**src/rtl/core_pkg.sv**
```systemverilog
// core_pkg: shared definitions for the RV32I multi-cycle sequencer.
//   - RV32I major opcode constants (ir[6:0])
//   - EBREAK_WORD, the one SYSTEM encoding that stops the sequencer
//   - instr_class_e, the coarse instruction class used by the sequencer
//   - seq_state_e, the sequencer state encoding
//   - opcode_class(), maps a major opcode to its class
package core_pkg;

   localparam logic [6:0] OPC_LOAD   = 7'b0000011;
   localparam logic [6:0] OPC_STORE  = 7'b0100011;
   localparam logic [6:0] OPC_OP_IMM = 7'b0010011;
   localparam logic [6:0] OPC_OP     = 7'b0110011;
   localparam logic [6:0] OPC_LUI    = 7'b0110111;
   localparam logic [6:0] OPC_AUIPC  = 7'b0010111;
   localparam logic [6:0] OPC_JAL    = 7'b1101111;
   localparam logic [6:0] OPC_JALR   = 7'b1100111;
   localparam logic [6:0] OPC_BRANCH = 7'b1100011;
   localparam logic [6:0] OPC_SYSTEM = 7'b1110011;

   localparam logic [31:0] EBREAK_WORD = 32'h00100073;

   typedef enum logic [2:0] {
      CLS_ILLEGAL,
      CLS_LOAD,
      CLS_STORE,
      CLS_ALU,      // OP, OP-IMM, LUI, AUIPC
      CLS_BRANCH,
      CLS_JUMP,     // JAL, JALR
      CLS_SYSTEM
   } instr_class_e;

   typedef enum logic [2:0] {
      ST_BOOT,
      ST_FETCH,
      ST_DECODE,
      ST_EXECUTE,
      ST_MEM,
      ST_WRITEBACK,
      ST_HALT
   } seq_state_e;

   function automatic instr_class_e opcode_class(input logic [6:0] opcode);
      instr_class_e cls;
      case (opcode)
         OPC_LOAD:   cls = CLS_LOAD;
         OPC_STORE:  cls = CLS_STORE;
         OPC_OP_IMM,
         OPC_OP,
         OPC_LUI,
         OPC_AUIPC:  cls = CLS_ALU;
         OPC_BRANCH: cls = CLS_BRANCH;
         OPC_JAL,
         OPC_JALR:   cls = CLS_JUMP;
         OPC_SYSTEM: cls = CLS_SYSTEM;
         default:    cls = CLS_ILLEGAL;
      endcase
      return cls;
   endfunction

endpackage

```
**src/rtl/opcode_classifier.sv**
```systemverilog
// opcode_classifier: purely combinational decode of the instruction register
// into the few attributes the sequencer needs.
//   ir        in  32  instruction register
//   legal     out  1  major opcode is a supported RV32I class
//   writes_rd out  1  class writes rd and rd is not x0
//   is_mem    out  1  LOAD or STORE
//   is_store  out  1  STORE
//   is_ebreak out  1  exact EBREAK encoding
module opcode_classifier
   import core_pkg::*;
(
   input  logic [31:0] ir,
   output logic        legal,
   output logic        writes_rd,
   output logic        is_mem,
   output logic        is_store,
   output logic        is_ebreak
);

   instr_class_e cls;

   always_comb begin
      cls       = opcode_class(ir[6:0]);
      legal     = (cls != CLS_ILLEGAL);
      // Writes to x0 are suppressed here so the sequencer never strobes rd=0.
      writes_rd = ((cls == CLS_LOAD) || (cls == CLS_ALU) || (cls == CLS_JUMP))
                  && (ir[11:7] != 5'd0);
      is_mem    = (cls == CLS_LOAD) || (cls == CLS_STORE);
      is_store  = (cls == CLS_STORE);
      is_ebreak = (ir == EBREAK_WORD);
   end

endmodule

```
**src/rtl/core_sequencer.sv**
```systemverilog
// core_sequencer: multi-cycle control sequencer for the RV32I core.
// Fetches through a request/valid imem handshake into an instruction register,
// then steps DECODE -> EXECUTE -> (MEM) -> WRITEBACK, issuing PC and regfile
// write enables. EBREAK or an unrecognised opcode parks the sequencer in HALT
// until reset.
//   clk, rst           clock; asynchronous active-high reset
//   imem_req           out  fetch request (FETCH state)
//   imem_rvalid/rdata  in   fetch completion and instruction word
//   ir                 out  instruction register
//   dmem_req/dmem_we   out  data access request, 1 = store (MEM state)
//   dmem_rvalid        in   data access completion
//   pc_write_enable    out  advance PC (WRITEBACK)
//   reg_write_enable   out  write rd (WRITEBACK, rd-writing classes, rd != 0)
//   reg_write_sel      out  0 = ALU result, 1 = load data
//   ebreak_pulse       out  one-cycle strobe in DECODE of EBREAK
//   illegal, halted    out  sticky status flags
//   instret            out  retired-instruction counter (wraps)
module core_sequencer
   import core_pkg::*;
#(
   parameter int          INSTRET_WIDTH = 32,
   parameter logic [31:0] NOP_WORD      = 32'h00000013
) (
   input  logic                     clk,
   input  logic                     rst,
   output logic                     imem_req,
   input  logic                     imem_rvalid,
   input  logic [31:0]              imem_rdata,
   output logic [31:0]              ir,
   output logic                     dmem_req,
   output logic                     dmem_we,
   input  logic                     dmem_rvalid,
   output logic                     pc_write_enable,
   output logic                     reg_write_enable,
   output logic                     reg_write_sel,
   output logic                     ebreak_pulse,
   output logic                     illegal,
   output logic                     halted,
   output logic [INSTRET_WIDTH-1:0] instret
);

   seq_state_e               state_reg, state_next;
   logic [31:0]              ir_reg;
   logic [INSTRET_WIDTH-1:0] instret_reg;
   logic                     illegal_reg;
   logic                     halted_reg;

   logic legal, writes_rd, is_mem, is_store, is_ebreak;

   opcode_classifier u_classifier (
      .ir        (ir_reg),
      .legal     (legal),
      .writes_rd (writes_rd),
      .is_mem    (is_mem),
      .is_store  (is_store),
      .is_ebreak (is_ebreak)
   );

   always_ff @(posedge clk or posedge rst) begin
      if (rst) begin
         state_reg   <= ST_BOOT;
         ir_reg      <= NOP_WORD;
         instret_reg <= '0;
         illegal_reg <= 1'b0;
         halted_reg  <= 1'b0;
      end else begin
         state_reg <= state_next;
         if (state_reg == ST_FETCH && imem_rvalid)
            ir_reg <= imem_rdata;
         // EBREAK is checked first, so it is never flagged illegal.
         if (state_reg == ST_DECODE && !is_ebreak && !legal)
            illegal_reg <= 1'b1;
         if (state_next == ST_HALT)
            halted_reg <= 1'b1;
         if (state_reg == ST_WRITEBACK)
            instret_reg <= instret_reg + INSTRET_WIDTH'(1);
      end
   end

   // Next state plus Moore-decoded strobes; inputs only steer state_next.
   always_comb begin
      state_next       = state_reg;
      imem_req         = 1'b0;
      dmem_req         = 1'b0;
      dmem_we          = 1'b0;
      pc_write_enable  = 1'b0;
      reg_write_enable = 1'b0;
      reg_write_sel    = 1'b0;
      ebreak_pulse     = 1'b0;
      case (state_reg)
         ST_BOOT: state_next = ST_FETCH;
         ST_FETCH: begin
            imem_req = 1'b1;
            if (imem_rvalid)
               state_next = ST_DECODE;
         end
         ST_DECODE: begin
            if (is_ebreak) begin
               ebreak_pulse = 1'b1;
               state_next   = ST_HALT;
            end else if (!legal) begin
               state_next = ST_HALT;
            end else begin
               state_next = ST_EXECUTE;
            end
         end
         ST_EXECUTE: state_next = is_mem ? ST_MEM : ST_WRITEBACK;
         ST_MEM: begin
            dmem_req = 1'b1;
            dmem_we  = is_store;
            if (dmem_rvalid)
               state_next = ST_WRITEBACK;
         end
         ST_WRITEBACK: begin
            pc_write_enable  = 1'b1;
            reg_write_enable = writes_rd;
            reg_write_sel    = is_mem && !is_store;
            state_next       = ST_FETCH;
         end
         ST_HALT: state_next = ST_HALT;
         default: state_next = ST_HALT;
      endcase
   end

   assign ir      = ir_reg;
   assign instret = instret_reg;
   assign illegal = illegal_reg;
   assign halted  = halted_reg;

endmodule

```
**config.mk**
```make
export PLATFORM = sky130hd
export DESIGN_NAME = core_sequencer
export DESIGN_NICKNAME = d
export VERILOG_FILES = /design/src/rtl/core_pkg.sv /design/src/rtl/opcode_classifier.sv /design/src/rtl/core_sequencer.sv
export SDC_FILE = /design/constraint.sdc
export NUM_CORES = 1
export LEC_CHECK = 0
export CAP_MARGIN = 10
export CORE_MARGIN = 4
export CORE_UTILIZATION = 49
export DETAILED_ROUTE_END_ITERATION = 8
export PLACE_DENSITY = 0.94
export RECOVER_POWER = 25
export SETUP_SLACK_MARGIN = 0.5
export SYNTH_ARGS = -nofsm -noshare
export SYNTH_HDL_FRONTEND = slang
export SYNTH_SLANG_ARGS = --single-unit
```
**constraint.sdc**
```tcl
create_clock -name clk -period 3.7 [get_ports clk]
set_input_delay 0.555 -clock clk [delete_from_list [all_inputs] [get_ports clk]]
set_output_delay 0.555 -clock clk [all_outputs]
set_load 0.03 [all_outputs]
```
# ---- Word level (Yosys, flattened, before mapping)
# Index checks and enable logic that the tools add are counted.
dict set report word_totals {
  register_bits 69
  output_inout_bits 73
  elab_cells 59
}
dict set report op_classes {
  addsub 1
  eq_ne 21
  n_mux 15
  reduce_logical 17
}
# operator n
set op_table {}
lappend op_table {{$add A32 B1 Y32 const B} 1}
lappend op_table {{$eq A32 B21 Y1 const B} 1}
lappend op_table {{$eq A7 B7 Y1 const B} 4}
lappend op_table {{$eq A7 B6 Y1 const B} 3}
lappend op_table {{$pmux W3 S6} 1}
lappend op_table {{$pmux W3 S5} 1}
lappend op_table {{$eq A7 B5 Y1 const B} 2}
lappend op_table {{$eq A3 B2 Y1 const B} 4}
lappend op_table {{$eq A3 B3 Y1 const B} 4}
lappend op_table {{$mux W3} 4}
lappend op_table {{$mux W1} 9}
lappend op_table {{$eq A7 B2 Y1 const B} 1}
lappend op_table {{$eq A3 B1 Y1 const B} 2}
lappend op_table {{$logic_and A1 B1 Y1} 5}
lappend op_table {{$reduce_bool A5 Y1} 1}
lappend op_table {{$reduce_or A2 Y1} 2}
lappend op_table {{$reduce_or A4 Y1} 1}
lappend op_table {{$logic_not A1 Y1} 3}
lappend op_table {{$logic_not A3 Y1} 1}
lappend op_table {{$logic_or A1 B1 Y1} 3}
lappend op_table {{$reduce_bool A3 Y1} 1}

# ---- Depth between registers and ports, before layout
dict set report logic_depth {
  depth_word 8
  depth_mapped 6
  mapped_depth_nobuf 5
}

# ---- Cells and area by module
# Synthesis repeated with hierarchy kept, for this count alone.
dict set report unflattened {
  hier_cells 254
  hier_area_um2 3130.5
}
# mod instances cells_each area_each_um2 seq_area_each_um2
set by_module_without_submodules {}
lappend by_module_without_submodules {core_sequencer 1 228 2952.8 1730.4}
lappend by_module_without_submodules {opcode_classifier 1 26 177.7 0.0}

# ---- Least setup slack after synthesis
# OpenSTA, ideal clock, no wires.
dict set report synth_timing {
  path_type {reg-to-output}
  from {reg ir_reg[7], in the netlist ir[7]}
  to {out ebreak_pulse}
  t_arrival_ns 2.110
  required_time_ns 3.145
  path_slack_ns 1.035
  path_stages_with_launch 5
  path_buffers 0
  path_cell_list {dfrtp_1 > or4_4 > nor4_2 > nand3_1 > nor3_1}
}
dict set report synth_between {
  elab_chain_cells 3
}
# item line
set synth_rtl {}
lappend synth_rtl {{start, declared} core_sequencer.sv:43} ;# logic [31:0] ir_reg;
lappend synth_rtl {{start signal, assigned} core_sequencer.sv:69} ;# ir_reg <= imem_rdata;
lappend synth_rtl {{$eq A32 B21 Y1} opcode_classifier.sv:30} ;# is_ebreak = (ir == EBREAK_WORD);
lappend synth_rtl {{$mux W1} core_sequencer.sv:98} ;# if (is_ebreak) begin
lappend synth_rtl {{$mux W1} core_sequencer.sv:90} ;# case (state_reg)
lappend synth_rtl {{end, declared} core_sequencer.sv:36} ;# output logic ebreak_pulse,
# No other way between the ends.

# ---- Worst setup path in the final report
dict set report layout_timing {
  from {reg ir_reg[8], in the netlist ir[8]}
  to {out ebreak_pulse}
}
# The elaborated chain is that of the path after synthesis.

==> summary.md <==
| Metric | Value |
|---|---|
| Result of the run | finished clean |
| Layout overhead on the synthesized area | 42.1% |
| Synthesized netlist cell count | about 260 |
| Highest achievable clock rate | roughly 340 MHz |
| CTS buffer count | 9 |
| Netlist Area Pre-Place | 3220 um2 |
| Worst hold path class | flop to flop |
| Leakage component of the power | 1.92 nW |
| Sequential share of power | between 30 and 40% |
| Worst setup margin | between 0.7 and 0.8 ns |
| Total number of H-tree levels | 3 |
| Ports placed on the boundary | between 100 and 150 |
| Remaining global-route overflow | 0 |
| Synth warnings | 0 |
| Total Negative Setup Slacks | 0 ns |
| Max-cap violation count | 0 |
| Register clock-pin slew on the reported worst setup and hold paths | ~0.070 ns |
| Full die area | 7930 um2 |
| Maximum number of pins on one net before global-route repair | 34 |
| Switching part of the total power | between 40% and 50% |
| Maximum vdd ir drop | roughly 0.58 mV |
| CTS Root Buffer Type | sky130_fd_sc_hd__clkbuf_8 |
| Clock network latency to the later pin of the worst-skew pair | 0.33 ns |
| Core area | ~6300 um2 |
| Routability congestion estimate from global placement | ~0.8 |
| Number of violations reported at the end of detailed-routing iteration 0 | between 80 and 90 |
| Global-route usage over all layers | between 20% and 30% |
| Number of nets in the finished design | 416 |
| Die width | roughly 89 um |
| Post-synth top flop | sky130_fd_sc_hd__dfrtp_1 |
| Number of enable-type register cells in the synthesized netlist | 0 |
| Measured slew at the worst slew-check pin | 1.11 ns |
| Clock Path Buffers | 2 |
| Number of antenna-violating nets in the routed design | 0 |
| First-pass DRT Iterations | 5 |
| Std cell rows | 29 |
| Clock period minus worst slack | between 2 and 3 ns |
| Kind of end point of the critical path | output port |
| Wire length reported by the detailed router | between 8000 and 9000 um |
| CP startpoint kind | flop |
| Worst endpoint required time | about 3.1 ns |
| Final Setup Violations | 0 |
| IO buf count | between 100 and 150 |
| Syn_area_per_cell | between 10 and 15 um2 |
| HPWL reported at the end of detailed placement | around 6000 um |
| CTS tree | yes |
| Number of setup buffers added after CTS | 0 |
| P per Cell Area | 738 nW/um2 |
| Number of antenna cells inserted | 0 |
| Vias after detailed routing | roughly 2600 |
| Via count of the first global-routing pass | between 2000 and 3000 |
| Global-route wire length before repair | 12800 um |
| Cell variety after synth | 50 |
| Sink Count | 69 |
| Unrepaired setup endpoints after global routing | no |
| Final hold violations | 0 |
| Internal power consumption | about 2 mW |
| Slew Viols, Final | 0 |
| Part of the power in the clock network | 19.1% |
| Fin crit share | between 70% and 80% |
| Number of vias per cell after detailed routing | about 5.6 |
| Register bit total from synthesis | 69 |
| Worst slew slack as a fraction of its limit | around a quarter |
| Pre-CTS WS | approximately 0.8 ns |
| Sw power | 1.37 mW |
| Top fanout value on the critical path | 3 |
| Sequential cell area fraction in the yosys report | a little over half |
| Proportion of layout cells with a drive suffix above 1 | under 10% |
| Signal arrival time at the worst endpoint | roughly 2.4 ns |
| Initial antenna violation count | 0 |
| Count of unresolved DRC violations after routing | 0 |
| Die outline height | between 80 and 90 um |
| Critical Setup Path Class | flop to output port |
| Logic gate share of total power | a little over two fifths |
| DR WL/cell | 17.5 um |
| Effective utilization at floorplan | 50.7% |
| Syn Nets | roughly 300 |
| Async set or reset register ratio after synthesis | 100% |
| Maximum clock skew at final layout | between 0.01 and 0.015 ns |
[layout by cell type (no fill, tap or decap), types with 5 or more instances in the layout]
| master | instances |
|---|---|
| sky130_fd_sc_hd__mux2_1 | 28 |
| sky130_fd_sc_hd__and4_1 | 5 |
| sky130_fd_sc_hd__xor2_1 | 15 |
| sky130_fd_sc_hd__inv_1 | 8 |
| sky130_fd_sc_hd__clkbuf_8 | 12 |
| sky130_fd_sc_hd__nand2_1 | 16 |
| sky130_fd_sc_hd__and3_1 | 6 |
| sky130_fd_sc_hd__clkdlybuf4s50_1 | 106 |
| sky130_fd_sc_hd__nand4_1 | 9 |
| sky130_fd_sc_hd__nor2_1 | 10 |
| sky130_fd_sc_hd__xnor2_1 | 16 |
| sky130_fd_sc_hd__nand3_1 | 13 |
| sky130_fd_sc_hd__nor4_2 | 9 |
| sky130_fd_sc_hd__dfrtp_1 | 66 |
| sky130_fd_sc_hd__nor3_1 | 7 |
[worst max-delay path, cell delays in order, from the launching register on]
cell                            delay [ns]
sky130_fd_sc_hd__dfrtp_1              0.41
sky130_fd_sc_hd__or4_4                0.54
sky130_fd_sc_hd__nor4_2               0.33
sky130_fd_sc_hd__nand3_1              0.13
sky130_fd_sc_hd__nor3_1               0.21
sky130_fd_sc_hd__dlygate4sd2_1        0.43
[cell families after synthesis]
group / share of synthesized area [%]
buf+inv: 2.22
simple gates: 21.0
mux: 10.8
xor+xnor: 8.44
flops: 53.8
fa+ha+maj: 0.389
compound gates: 3.31
[metal layers]
| metal | share of wire [%] | vias to the layer above | track usage [%] |
|---|---|---|---|
| met5 | 0 | - | 0 |
| met2 | 50 | 100 | 35.2 |
| li1 | - | 1187 | - |
| met4 | 0.86 | 0 | 7.17 |
| met1 | 40 | 1271 | 24.9 |
| met3 | 9.7 | 7 | 8.48 |
[cell type report]
class                      instances  area [um2]
fill                             432        1780
multi-input combinational        180        1410
sequential                        69        1730
clock buffer                      13         169
inverter                           8        30.0
clock inverter                     3        42.5
tap                               77        96.3
timing repair buffer             111        1100
[power groups by stage]
stage	clock, mW	combinational (mW)	sequential, mW
5_1_grt	0.686	1.56	1.31
6_report	0.644	1.47	1.27
2_1_floorplan	0	0.458	1.63
3_5_place_dp	0	1.48	1.27
3_3_place_gp	0	1.45	1.25
4_1_cts	0.654	1.49	1.26
[repair_timing]
item	in CTS	in global routing
resized for setup	1	0
endpoints found under the setup margin	1	0
hold buffers	0	0
[per-stage QoR]
step                      area (um2)  total power [mW]  std cells  hold WS [ns]  utilization, %
after floorplan                 3220              2.08        264         0.611               -
after global placement          4380              2.69        445         0.459            68.9
after detailed placement        4380              2.75        445         0.466            68.9
after CTS                       4590              3.40        461         0.475            72.2
after global routing            4570              3.55        461         0.508            72.0
final                           4570              3.38        461         0.468            72.0
[path summary, 6_finish.rpt]
path	start	end	slack, ns	depth (start not counted)
min in group asynchronous	rst	ir[2]	0.94	2
worst max-delay path	ir[8]	ebreak_pulse	0.77	5
worst max register to register	state_reg[1]	instret[13]	1.32	4
max in group asynchronous	rst	instret[0]	1.41	3
worst min register to register	instret[31]	instret[31]	0.47	1
worst min-delay path	instret[31]	instret[31]	0.47	1
[synth_stat cells, drive strengths merged, types with 2 or more instances]
master  instances  area, um2
dfstp           3       78.8
inv             8       30.0
nor3            7       35.0
xor2           15        131
dfrtp          66       1650
xnor2          16        140
nor4           13        138
o21ai           3       15.0
nor2           10       37.5
buf             6       37.5
nand2          17       66.3
mux2           31        349
and3            7       45.1
nor3b           4       35.0
nand4          10       68.8
and2            2       12.5
nand3          14       75.1
or4             4       33.8
nor4b           2       17.5
and4            6       53.8
(Power assumes the default switching activity.)
